[src/rtl/audio_pkg.sv]
// Shared constants and types for the audio DAC serializer.
package audio_pkg;

    localparam int SAMPLE_W_DEF    = 24;
    localparam int BITS_PER_CH_DEF = 32;

    typedef logic [SAMPLE_W_DEF-1:0] sample_t;

endpackage

[src/rtl/audio_bclk_div.sv]
// BCLK generator: divides clk by 2*BCLK_HALF; rise/fall strobes are high in the
// cycle whose closing edge toggles bclk, so consumers update in step with it.
module audio_bclk_div #(
    parameter int BCLK_HALF = 4
) (
    input  logic i_clk,
    input  logic i_rst_n,
    output logic o_bclk,
    output logic o_rise,
    output logic o_fall
);

    localparam int DW = (BCLK_HALF > 1) ? $clog2(BCLK_HALF) : 1;

    logic [DW-1:0] r_div;
    logic          r_bclk;
    logic          w_wrap;

    assign w_wrap = (r_div == DW'(BCLK_HALF - 1));

    always_ff @(posedge i_clk or negedge i_rst_n) begin
        if (!i_rst_n) begin
            r_div  <= '0;
            r_bclk <= 1'b0;
        end else begin
            r_div <= w_wrap ? '0 : r_div + 1'b1;
            if (w_wrap)
                r_bclk <= ~r_bclk;
        end
    end

    assign o_bclk = r_bclk;
    assign o_rise = w_wrap & ~r_bclk;
    assign o_fall = w_wrap & r_bclk;

endmodule

[src/rtl/audio_dac_serializer.sv]
// I2S mono-to-stereo DAC serializer with one-deep holding register.
// Optional AUDIO_DAC_UNDERRUN_CNT_EN adds a saturating underrun_count output.
module audio_dac_serializer
    import audio_pkg::*;
#(
    parameter int SAMPLE_W    = SAMPLE_W_DEF,
    parameter int BCLK_HALF   = 4,
    parameter int BITS_PER_CH = BITS_PER_CH_DEF
) (
    input  logic                clk,
    input  logic                reset_n,
    input  logic [SAMPLE_W-1:0] sample,
    input  logic                sample_valid,
    output logic                sample_ready,
    output logic                bclk,
    output logic                lrclk,
    output logic                dacdat,
`ifdef AUDIO_DAC_UNDERRUN_CNT_EN
    output logic [15:0]         underrun_count,
`endif
    output logic                underrun
);

    localparam int NSLOT = 2 * BITS_PER_CH;
    localparam int BW    = $clog2(NSLOT);

    logic [BW-1:0]       r_b;
    logic                r_lrclk;
    logic                r_dacdat;
    logic                r_underrun;
    logic                r_ready;
    logic                r_hold_full;
    logic [SAMPLE_W-1:0] r_hold;
    logic [SAMPLE_W-1:0] r_frame;

    logic          w_bclk, w_rise, w_fall;
    logic [BW-1:0] w_b_nxt, w_k;
    logic          w_lr_nxt, w_bit, w_load, w_accept, w_full_nxt;

    audio_bclk_div #(.BCLK_HALF(BCLK_HALF)) u_div (
        .i_clk   (clk),
        .i_rst_n (reset_n),
        .o_bclk  (w_bclk),
        .o_rise  (w_rise),
        .o_fall  (w_fall)
    );

    assign w_b_nxt  = (r_b == BW'(NSLOT - 1)) ? '0 : r_b + 1'b1;
    assign w_lr_nxt = (w_b_nxt >= BW'(BITS_PER_CH));
    assign w_k      = w_lr_nxt ? w_b_nxt - BW'(BITS_PER_CH) : w_b_nxt;

    // Slot k carries frame bit SAMPLE_W-k; slot 0 is the I2S delay slot, tail is zero pad
    always_comb begin
        w_bit = 1'b0;
        for (int i = 0; i < SAMPLE_W; i++)
            if (w_k == BW'(SAMPLE_W - i))
                w_bit = r_frame[i];
    end

    assign w_load     = w_fall && (w_b_nxt == '0);
    assign w_accept   = sample_valid && r_ready;
    // A same-cycle accept always lands in hold; the frame never bypasses it
    assign w_full_nxt = w_accept ? 1'b1 : (w_load ? 1'b0 : r_hold_full);

    always_ff @(posedge clk or negedge reset_n) begin
        if (!reset_n) begin
            r_b         <= BW'(NSLOT - 1);
            r_lrclk     <= 1'b1;
            r_dacdat    <= 1'b0;
            r_underrun  <= 1'b0;
            r_ready     <= 1'b1;
            r_hold_full <= 1'b0;
            r_hold      <= '0;
            r_frame     <= '0;
        end else begin
            if (w_accept)
                r_hold <= sample;
            r_hold_full <= w_full_nxt;
            r_ready     <= !w_full_nxt;
            r_underrun  <= w_load && !r_hold_full;
            if (w_load && r_hold_full)
                r_frame <= r_hold;
            if (w_fall) begin
                r_b      <= w_b_nxt;
                r_lrclk  <= w_lr_nxt;
                r_dacdat <= w_bit;
            end
        end
    end

`ifdef AUDIO_DAC_UNDERRUN_CNT_EN
    logic [15:0] r_ucnt;

    always_ff @(posedge clk or negedge reset_n) begin
        if (!reset_n)
            r_ucnt <= '0;
        else if (w_load && !r_hold_full && r_ucnt != 16'hFFFF)
            r_ucnt <= r_ucnt + 16'd1;
    end

    assign underrun_count = r_ucnt;
`endif

    a_strobe_excl: assert property (@(posedge clk) disable iff (!reset_n) !(w_rise && w_fall));

    assign sample_ready = r_ready;
    assign bclk         = w_bclk;
    assign lrclk        = r_lrclk;
    assign dacdat       = r_dacdat;
    assign underrun     = r_underrun;

endmodule

[config.mk]
export PLATFORM = sky130hd
export DESIGN_NAME = audio_dac_serializer
export DESIGN_NICKNAME = d
export VERILOG_FILES = /design/src/rtl/audio_pkg.sv /design/src/rtl/audio_bclk_div.sv /design/src/rtl/audio_dac_serializer.sv
export SDC_FILE = /design/constraint.sdc
export NUM_CORES = 1
export LEC_CHECK = 0
export ABC_AREA = 0
export CAP_MARGIN = 25
export CORE_ASPECT_RATIO = 0.75
export CORE_UTILIZATION = 40
export DETAILED_ROUTE_END_ITERATION = 6
export GPL_TIMING_DRIVEN = 0
export SKIP_CTS_REPAIR_TIMING = 1
export SYNTH_ARGS = -nofsm -noshare
export SYNTH_HDL_FRONTEND = slang
export SYNTH_HIERARCHICAL = 1
export SYNTH_SLANG_ARGS = --single-unit
[constraint.sdc]
create_clock -name clk -period 5.7 [get_ports clk]
set_input_delay 1.425 -clock clk [delete_from_list [all_inputs] [get_ports clk]]
set_output_delay 1.425 -clock clk [all_outputs]
set_load 0.01 [all_outputs]
==> impl_metrics.env, run 1 <==
export IMPL_switchingPower_mw=0.244
export IMPL_finalHoldViolations=0
export IMPL_grt_pass1_vias=2021
export IMPL_worstSetupStartpointType="register"
export IMPL_timing_final_crit_period_ns=2.83
export IMPL_drt_iter0_drc=72
export IMPL_worstSetupEndpointType="output port"
export IMPL_path_clk_slew_ns=0.07
export IMPL_met1_usage_pct=26.8
export IMPL_fin_crit_sh_pct=49.7
export IMPL_power_frac_comb_pct=8.8
export IMPL_path_max_fanout=2
export IMPL_crit_slowest_cell="dfstp_2"
export IMPL_finalWirelength_um=6240
export IMPL_postSynthCellCount=250
export IMPL_holdCritPathClass="register to register"
export IMPL_antenna_found_initial=0
export IMPL_grt_busiest_layer="met1"
export IMPL_clock_latency_ns=0.34
export IMPL_gp_congestion=0.892
export IMPL_crit_path_cell_trace="clkdlybuf4s50_1"
export IMPL_met3_usage_pct=5.10
export IMPL_reg2regPathDepth=8
export IMPL_clockRootBuffer="clkbuf_8"
export IMPL_grt_overflow=0
export IMPL_drive_gt1_share_pct=22.5
export IMPL_maxCapViolCount=0
export IMPL_ir_worst_vdd_uv=149
export IMPL_sw_frac_of_total_pct=22.7
export IMPL_avgSynthCellArea_sq_um=12.0
export IMPL_whs_endpoint="u_div/r_div[0]"
export IMPL_criticalPathCategory="register to output port"
export IMPL_port_buffers=31
export IMPL_ant_nets=0
export IMPL_worstReg2RegStart="r_b[0]"
export IMPL_r2r_slack_ns=3.06
export IMPL_num_antenna_cells=0
export IMPL_share_seq_of_total_power_pct=49.9
export IMPL_worst_path_buf_inv=1
export IMPL_fp_dieH_um=77.1
export IMPL_crit_arrival_ns=1.41
export IMPL_crit_family="flip-flops"
export IMPL_setup_viol_count_final=0
export IMPL_instances_no_fill=396
export IMPL_p_clk_share_pct=41.3
export IMPL_reg2reg_to="r_frame[1]"
export IMPL_slew_violations=0
export IMPL_use_met2_pct=24.5
export IMPL_rows=26
export IMPL_syn_nets=283
export IMPL_wl_per_cell_um=15.8
export IMPL_num_vias=2061
export IMPL_finClkSkew_ns=0.00853
export IMPL_yosys_warnings=6
export IMPL_start_util_pct=42.8
export IMPL_critPathRequiredTime_ns=4.28
export IMPL_p_per_area_nw_per_um2=291
export IMPL_grt_max_degree=34
export IMPL_critPathLaunch="sample_ready"
export IMPL_cts_num_sinks=62
export IMPL_tns_ns=0
export IMPL_dp_cells=380
export IMPL_track_usage_pct=18.1
export IMPL_rsz0062_at_grt="false"
export IMPL_fillCellCount=634
export IMPL_power_internal_mw=0.830
export IMPL_dieArea_sq_um=7880
export IMPL_worst_pin_slew_ns=0.692
export IMPL_status="completed"
export IMPL_nNetsFinal=326
export IMPL_p_leak_nw=1.61
export IMPL_area_growth_pct=22.6
export IMPL_cts_tree="done"
export IMPL_max_freq_mhz=353
export IMPL_min_path_cells=1
export IMPL_via_per_inst=5.20
export IMPL_min_from="u_div/r_div[0]"
export IMPL_drt_pass1_iterations=5
export IMPL_core_area_sq_um=7030
export IMPL_syn_area_sq_um=3010
export IMPL_grt_pass1_wl_um=10600
export IMPL_layout_commonest_cell="dfrtp_1"
export IMPL_worst_slew_margin_rel_pct=53.8
export IMPL_final_cell_mix="dfrtp_1 (54), clkdlybuf4s50_1 (30), mux2_1 (24), mux2_2 (24), nand2_1 (13)"
export IMPL_h_tree_depth=3
export IMPL_dp_hpwl_um=4570
export IMPL_cp_slowest_stage_delay_ns=0.53
export IMPL_cts_buffers=9
export IMPL_drc=0
export IMPL_cts_max_path_buffers=2
export IMPL_ios=32
export IMPL_die_w_um=102
==> routing by layer <==
metal	vias to the layer above	wire [um]
met5	-	0
met4	0	84
met3	8	273
met2	47	2660
met1	1014	3220
li1	992	-
==> registers in the layout, indices dropped and copies added, names as in the netlist <==
register	count
sample_ready	1
u_div/o_bclk	1
r_hold	24
lrclk	1
u_div/r_div	2
r_b	6
dacdat	1
underrun	1
r_hold_full	1
r_frame	24
==> stage by stage <==
stage          setup WS, ns  hold slack [ns]  util (%)  cell area (sq um)  power (mW)
2_1_floorplan          3.26            0.403         -               3010       0.593
3_3_place_gp           1.17            0.412      49.0               3440       0.635
3_5_place_dp           2.48            0.421      49.2               3460       0.643
4_1_cts                2.84            0.431      52.5               3690        1.09
5_1_grt                2.81            0.461      52.5               3690        1.13
6_report               2.87            0.431      52.5               3690        1.07
==> layout make-up <==
class / instances / area [sq um] / area share, %
Buffer: 12 / 67.6 / 1.83
Tap cell: 98 / 123 / 3.32
Inverter: 11 / 41.3 / 1.12
Multi-Input combinational cell: 165 / 1340 / 36.3
Clock inverter: 6 / 93.8 / 2.54
Timing Repair Buffer: 32 / 325 / 8.82
Clock buffer: 10 / 138 / 3.73
Sequential cell: 62 / 1560 / 42.3
==> worst max path at each step <==
stage | end | slack (ns) | cells after the start
after floorplan | r_hold[10] | 3.26 | 3
after global placement | r_hold[15] | 1.17 | 1
after detailed placement | r_hold[17] | 2.48 | 4
after CTS | sample_ready | 2.84 | 1
after global routing | r_hold[21] | 2.81 | 4
final | sample_ready | 2.87 | 1
==> power groups by stage <==
stage	Combinational, mW	Clock (mW)	Sequential [mW]
after floorplan	0.0609	0	0.532
after global placement	0.0919	0	0.543
after detailed placement	0.0968	0	0.546
after CTS	0.0973	0.454	0.538
after global routing	0.107	0.479	0.545
final	0.0943	0.444	0.536
Power figures use the tool's default switching activity.
==> run 2, diff against run 1 <==
==> constraint.sdc (replaced) <==
create_clock -name clk -period 2.7 [get_ports clk]
set_input_delay 0.675 -clock clk [delete_from_list [all_inputs] [get_ports clk]]
set_output_delay 0.675 -clock clk [all_outputs]
set_load 0.01 [all_outputs]
==> run 2 against run 1 <==
Sequential power up 110%. Combinational power up 110%. Global-route usage unchanged. Core utilization up 0.64 points. Highest routed layer unchanged. Routed wire length up 1.4%. Worst setup slack worse by 2.7 ns. Register-to-register slack worse by 2.9 ns. Via count about the same. Critical path depth up 7. First-iteration DRC count up 13%.
==> impl_metrics.env, run 2 (synthesized netlist as in run 1, its figures left out) <==
export IMPL_status="completed"
export IMPL_port_buffers=31
export IMPL_path_clk_slew_ns=0.07
export IMPL_critPathRequiredTime_ns=2.92
export IMPL_fp_dieH_um=77.1
export IMPL_setup_viol_count_final=0
export IMPL_p_leak_nw=1.63
export IMPL_h_tree_depth=3
export IMPL_drt_iter0_drc=81
export IMPL_endpoint="r_frame[1]"
export IMPL_drc=0
export IMPL_fin_ws_ns=0.130
export IMPL_holdCritPathClass="input pin to asynchronous set/reset pin"
export IMPL_final_area_sq_um=3730
export IMPL_die_w_um=102
export IMPL_dp_hpwl_um=4570
export IMPL_drt_pass1_iterations=6
export IMPL_critPathLaunch="r_b[1]"
export IMPL_antenna_found_initial=0
export IMPL_finalWirelength_um=6320
export IMPL_start_util_pct=42.8
export IMPL_cts_num_sinks=62
export IMPL_p_clk_share_pct=41.2
export IMPL_share_seq_of_total_power_pct=50.0
export IMPL_fin_crit_sh_pct=95.2
export IMPL_wl_per_cell_um=15.8
export IMPL_clockRootBuffer="clkbuf_8"
export IMPL_cts_buffers=9
export IMPL_r2r_slack_ns=0.13
export IMPL_worst_pin_slew_ns=0.689
export IMPL_ir_worst_vdd_uv=315
export IMPL_max_freq_mhz=389
export IMPL_final_core_utilization_pct=53.1
export IMPL_worstSetupEndpointType="register"
export IMPL_rows=26
export IMPL_power_frac_comb_pct=8.8
export IMPL_cts_max_path_buffers=2
export IMPL_clock_latency_ns=0.34
export IMPL_dieArea_sq_um=7880
export IMPL_dp_cells=380
export IMPL_reg2reg_to="r_frame[1]"
export IMPL_ant_nets=0
export IMPL_final_cell_mix="dfrtp_1 (54), clkdlybuf4s50_1 (30), mux2_1 (24), mux2_2 (24), nand2_1 (13)"
export IMPL_power_internal_mw=1.75
export IMPL_hold_ws_ns=0.374
export IMPL_tns_ns=0
export IMPL_num_vias=2062
export IMPL_grt_pass1_vias=2021
export IMPL_post_place_ws_ns=0.0841
export IMPL_sw_frac_of_total_pct=22.6
export IMPL_p_per_area_nw_per_um2=607
export IMPL_switchingPower_mw=0.513
export IMPL_maxCapViolCount=0
export IMPL_worst_slew_margin_rel_pct=54.0
export IMPL_gp_congestion=0.892
export IMPL_crit_arrival_ns=2.79
export IMPL_layout_commonest_cell="dfrtp_1"
export IMPL_path_max_fanout=10
export IMPL_grt_max_degree=34
export IMPL_ios=32
export IMPL_track_usage_pct=18.1
export IMPL_num_antenna_cells=0
export IMPL_area_growth_pct=24.1
export IMPL_grt_pass1_wl_um=10600
export IMPL_grt_overflow=0
export IMPL_total_power_mw=2.27
export IMPL_instances_no_fill=400
export IMPL_reg2regPathDepth=8
export IMPL_cts_tree="done"
export IMPL_via_per_inst=5.16
export IMPL_reg_largest_list="r_frame x24, r_hold x24, r_b x6"
export IMPL_place_area_sq_um=3460
export IMPL_nNetsFinal=330
export IMPL_timing_final_crit_period_ns=2.57
export IMPL_criticalPathCategory="register to register"
export IMPL_finalHoldViolations=0
export IMPL_core_area_sq_um=7030
export IMPL_slew_violations=0
export IMPL_finClkSkew_ns=0.00829
export IMPL_worstReg2RegStart="r_b[1]"
export IMPL_worstSetupStartpointType="register"
export IMPL_drive_gt1_share_pct=23.8
-- run 2: cell types whose count changed in the layout (fill, tap and decap cells not counted) --
cell / change
buf_12: +1
buf_4: +3
ha_1: -1
ha_2: +1
-- run 2: how the worst min path moves through the flow --
stage | from | end | depth (start not counted)
after floorplan | reset_n | dacdat | 0
after global placement | u_div/r_div[0] | u_div/r_div[0] | 1
after detailed placement | u_div/r_div[0] | u_div/r_div[0] | 1
after CTS | reset_n | r_hold[1] | 1
after global routing | reset_n | underrun | 1
final | reset_n | r_hold[1] | 1
-- run 2: layout make-up --
cell class,instances,area [sq um]
buffer,12,67.6
clock buffer,10,138
clock inverter,6,93.8
fill,627,3290
inverter,11,41.3
multi-input combinational,165,1340
sequential,62,1560
tap,98,123
timing repair buffer,36,368
-- run 2: metal layers --
| metal | global-route usage (%) | vias to the layer above | share of wire [%] | wire, um |
|---|---|---|---|---|
| li1 | - | 998 | - | - |
| met1 | 26.8 | 1018 | 52 | 3310 |
| met2 | 24.5 | 41 | 43 | 2710 |
| met3 | 5.10 | 5 | 3.7 | 234 |
| met4 | 7.29 | 0 | 1.1 | 69 |
| met5 | 0 | - | 0 | 0 |
-- run 2: critical path: stages (launching register included) --
cell and delay, ns:
dfstp_2 0.63, ha_2 0.27, and4_1 0.22, and2_1 0.23
o22a_2 0.22, nand3_2 0.15, nor2_4 0.21, buf_6 0.18
mux2_1 0.34
-- run 2: power groups by stage --
stage | clock network [mW] | logic [mW] | registers, mW
floorplan | 0 | 0.129 | 1.12
global placement | 0 | 0.194 | 1.15
detailed placement | 0 | 0.204 | 1.15
CTS | 0.959 | 0.205 | 1.13
global route | 1.01 | 0.227 | 1.15
finish | 0.934 | 0.199 | 1.13
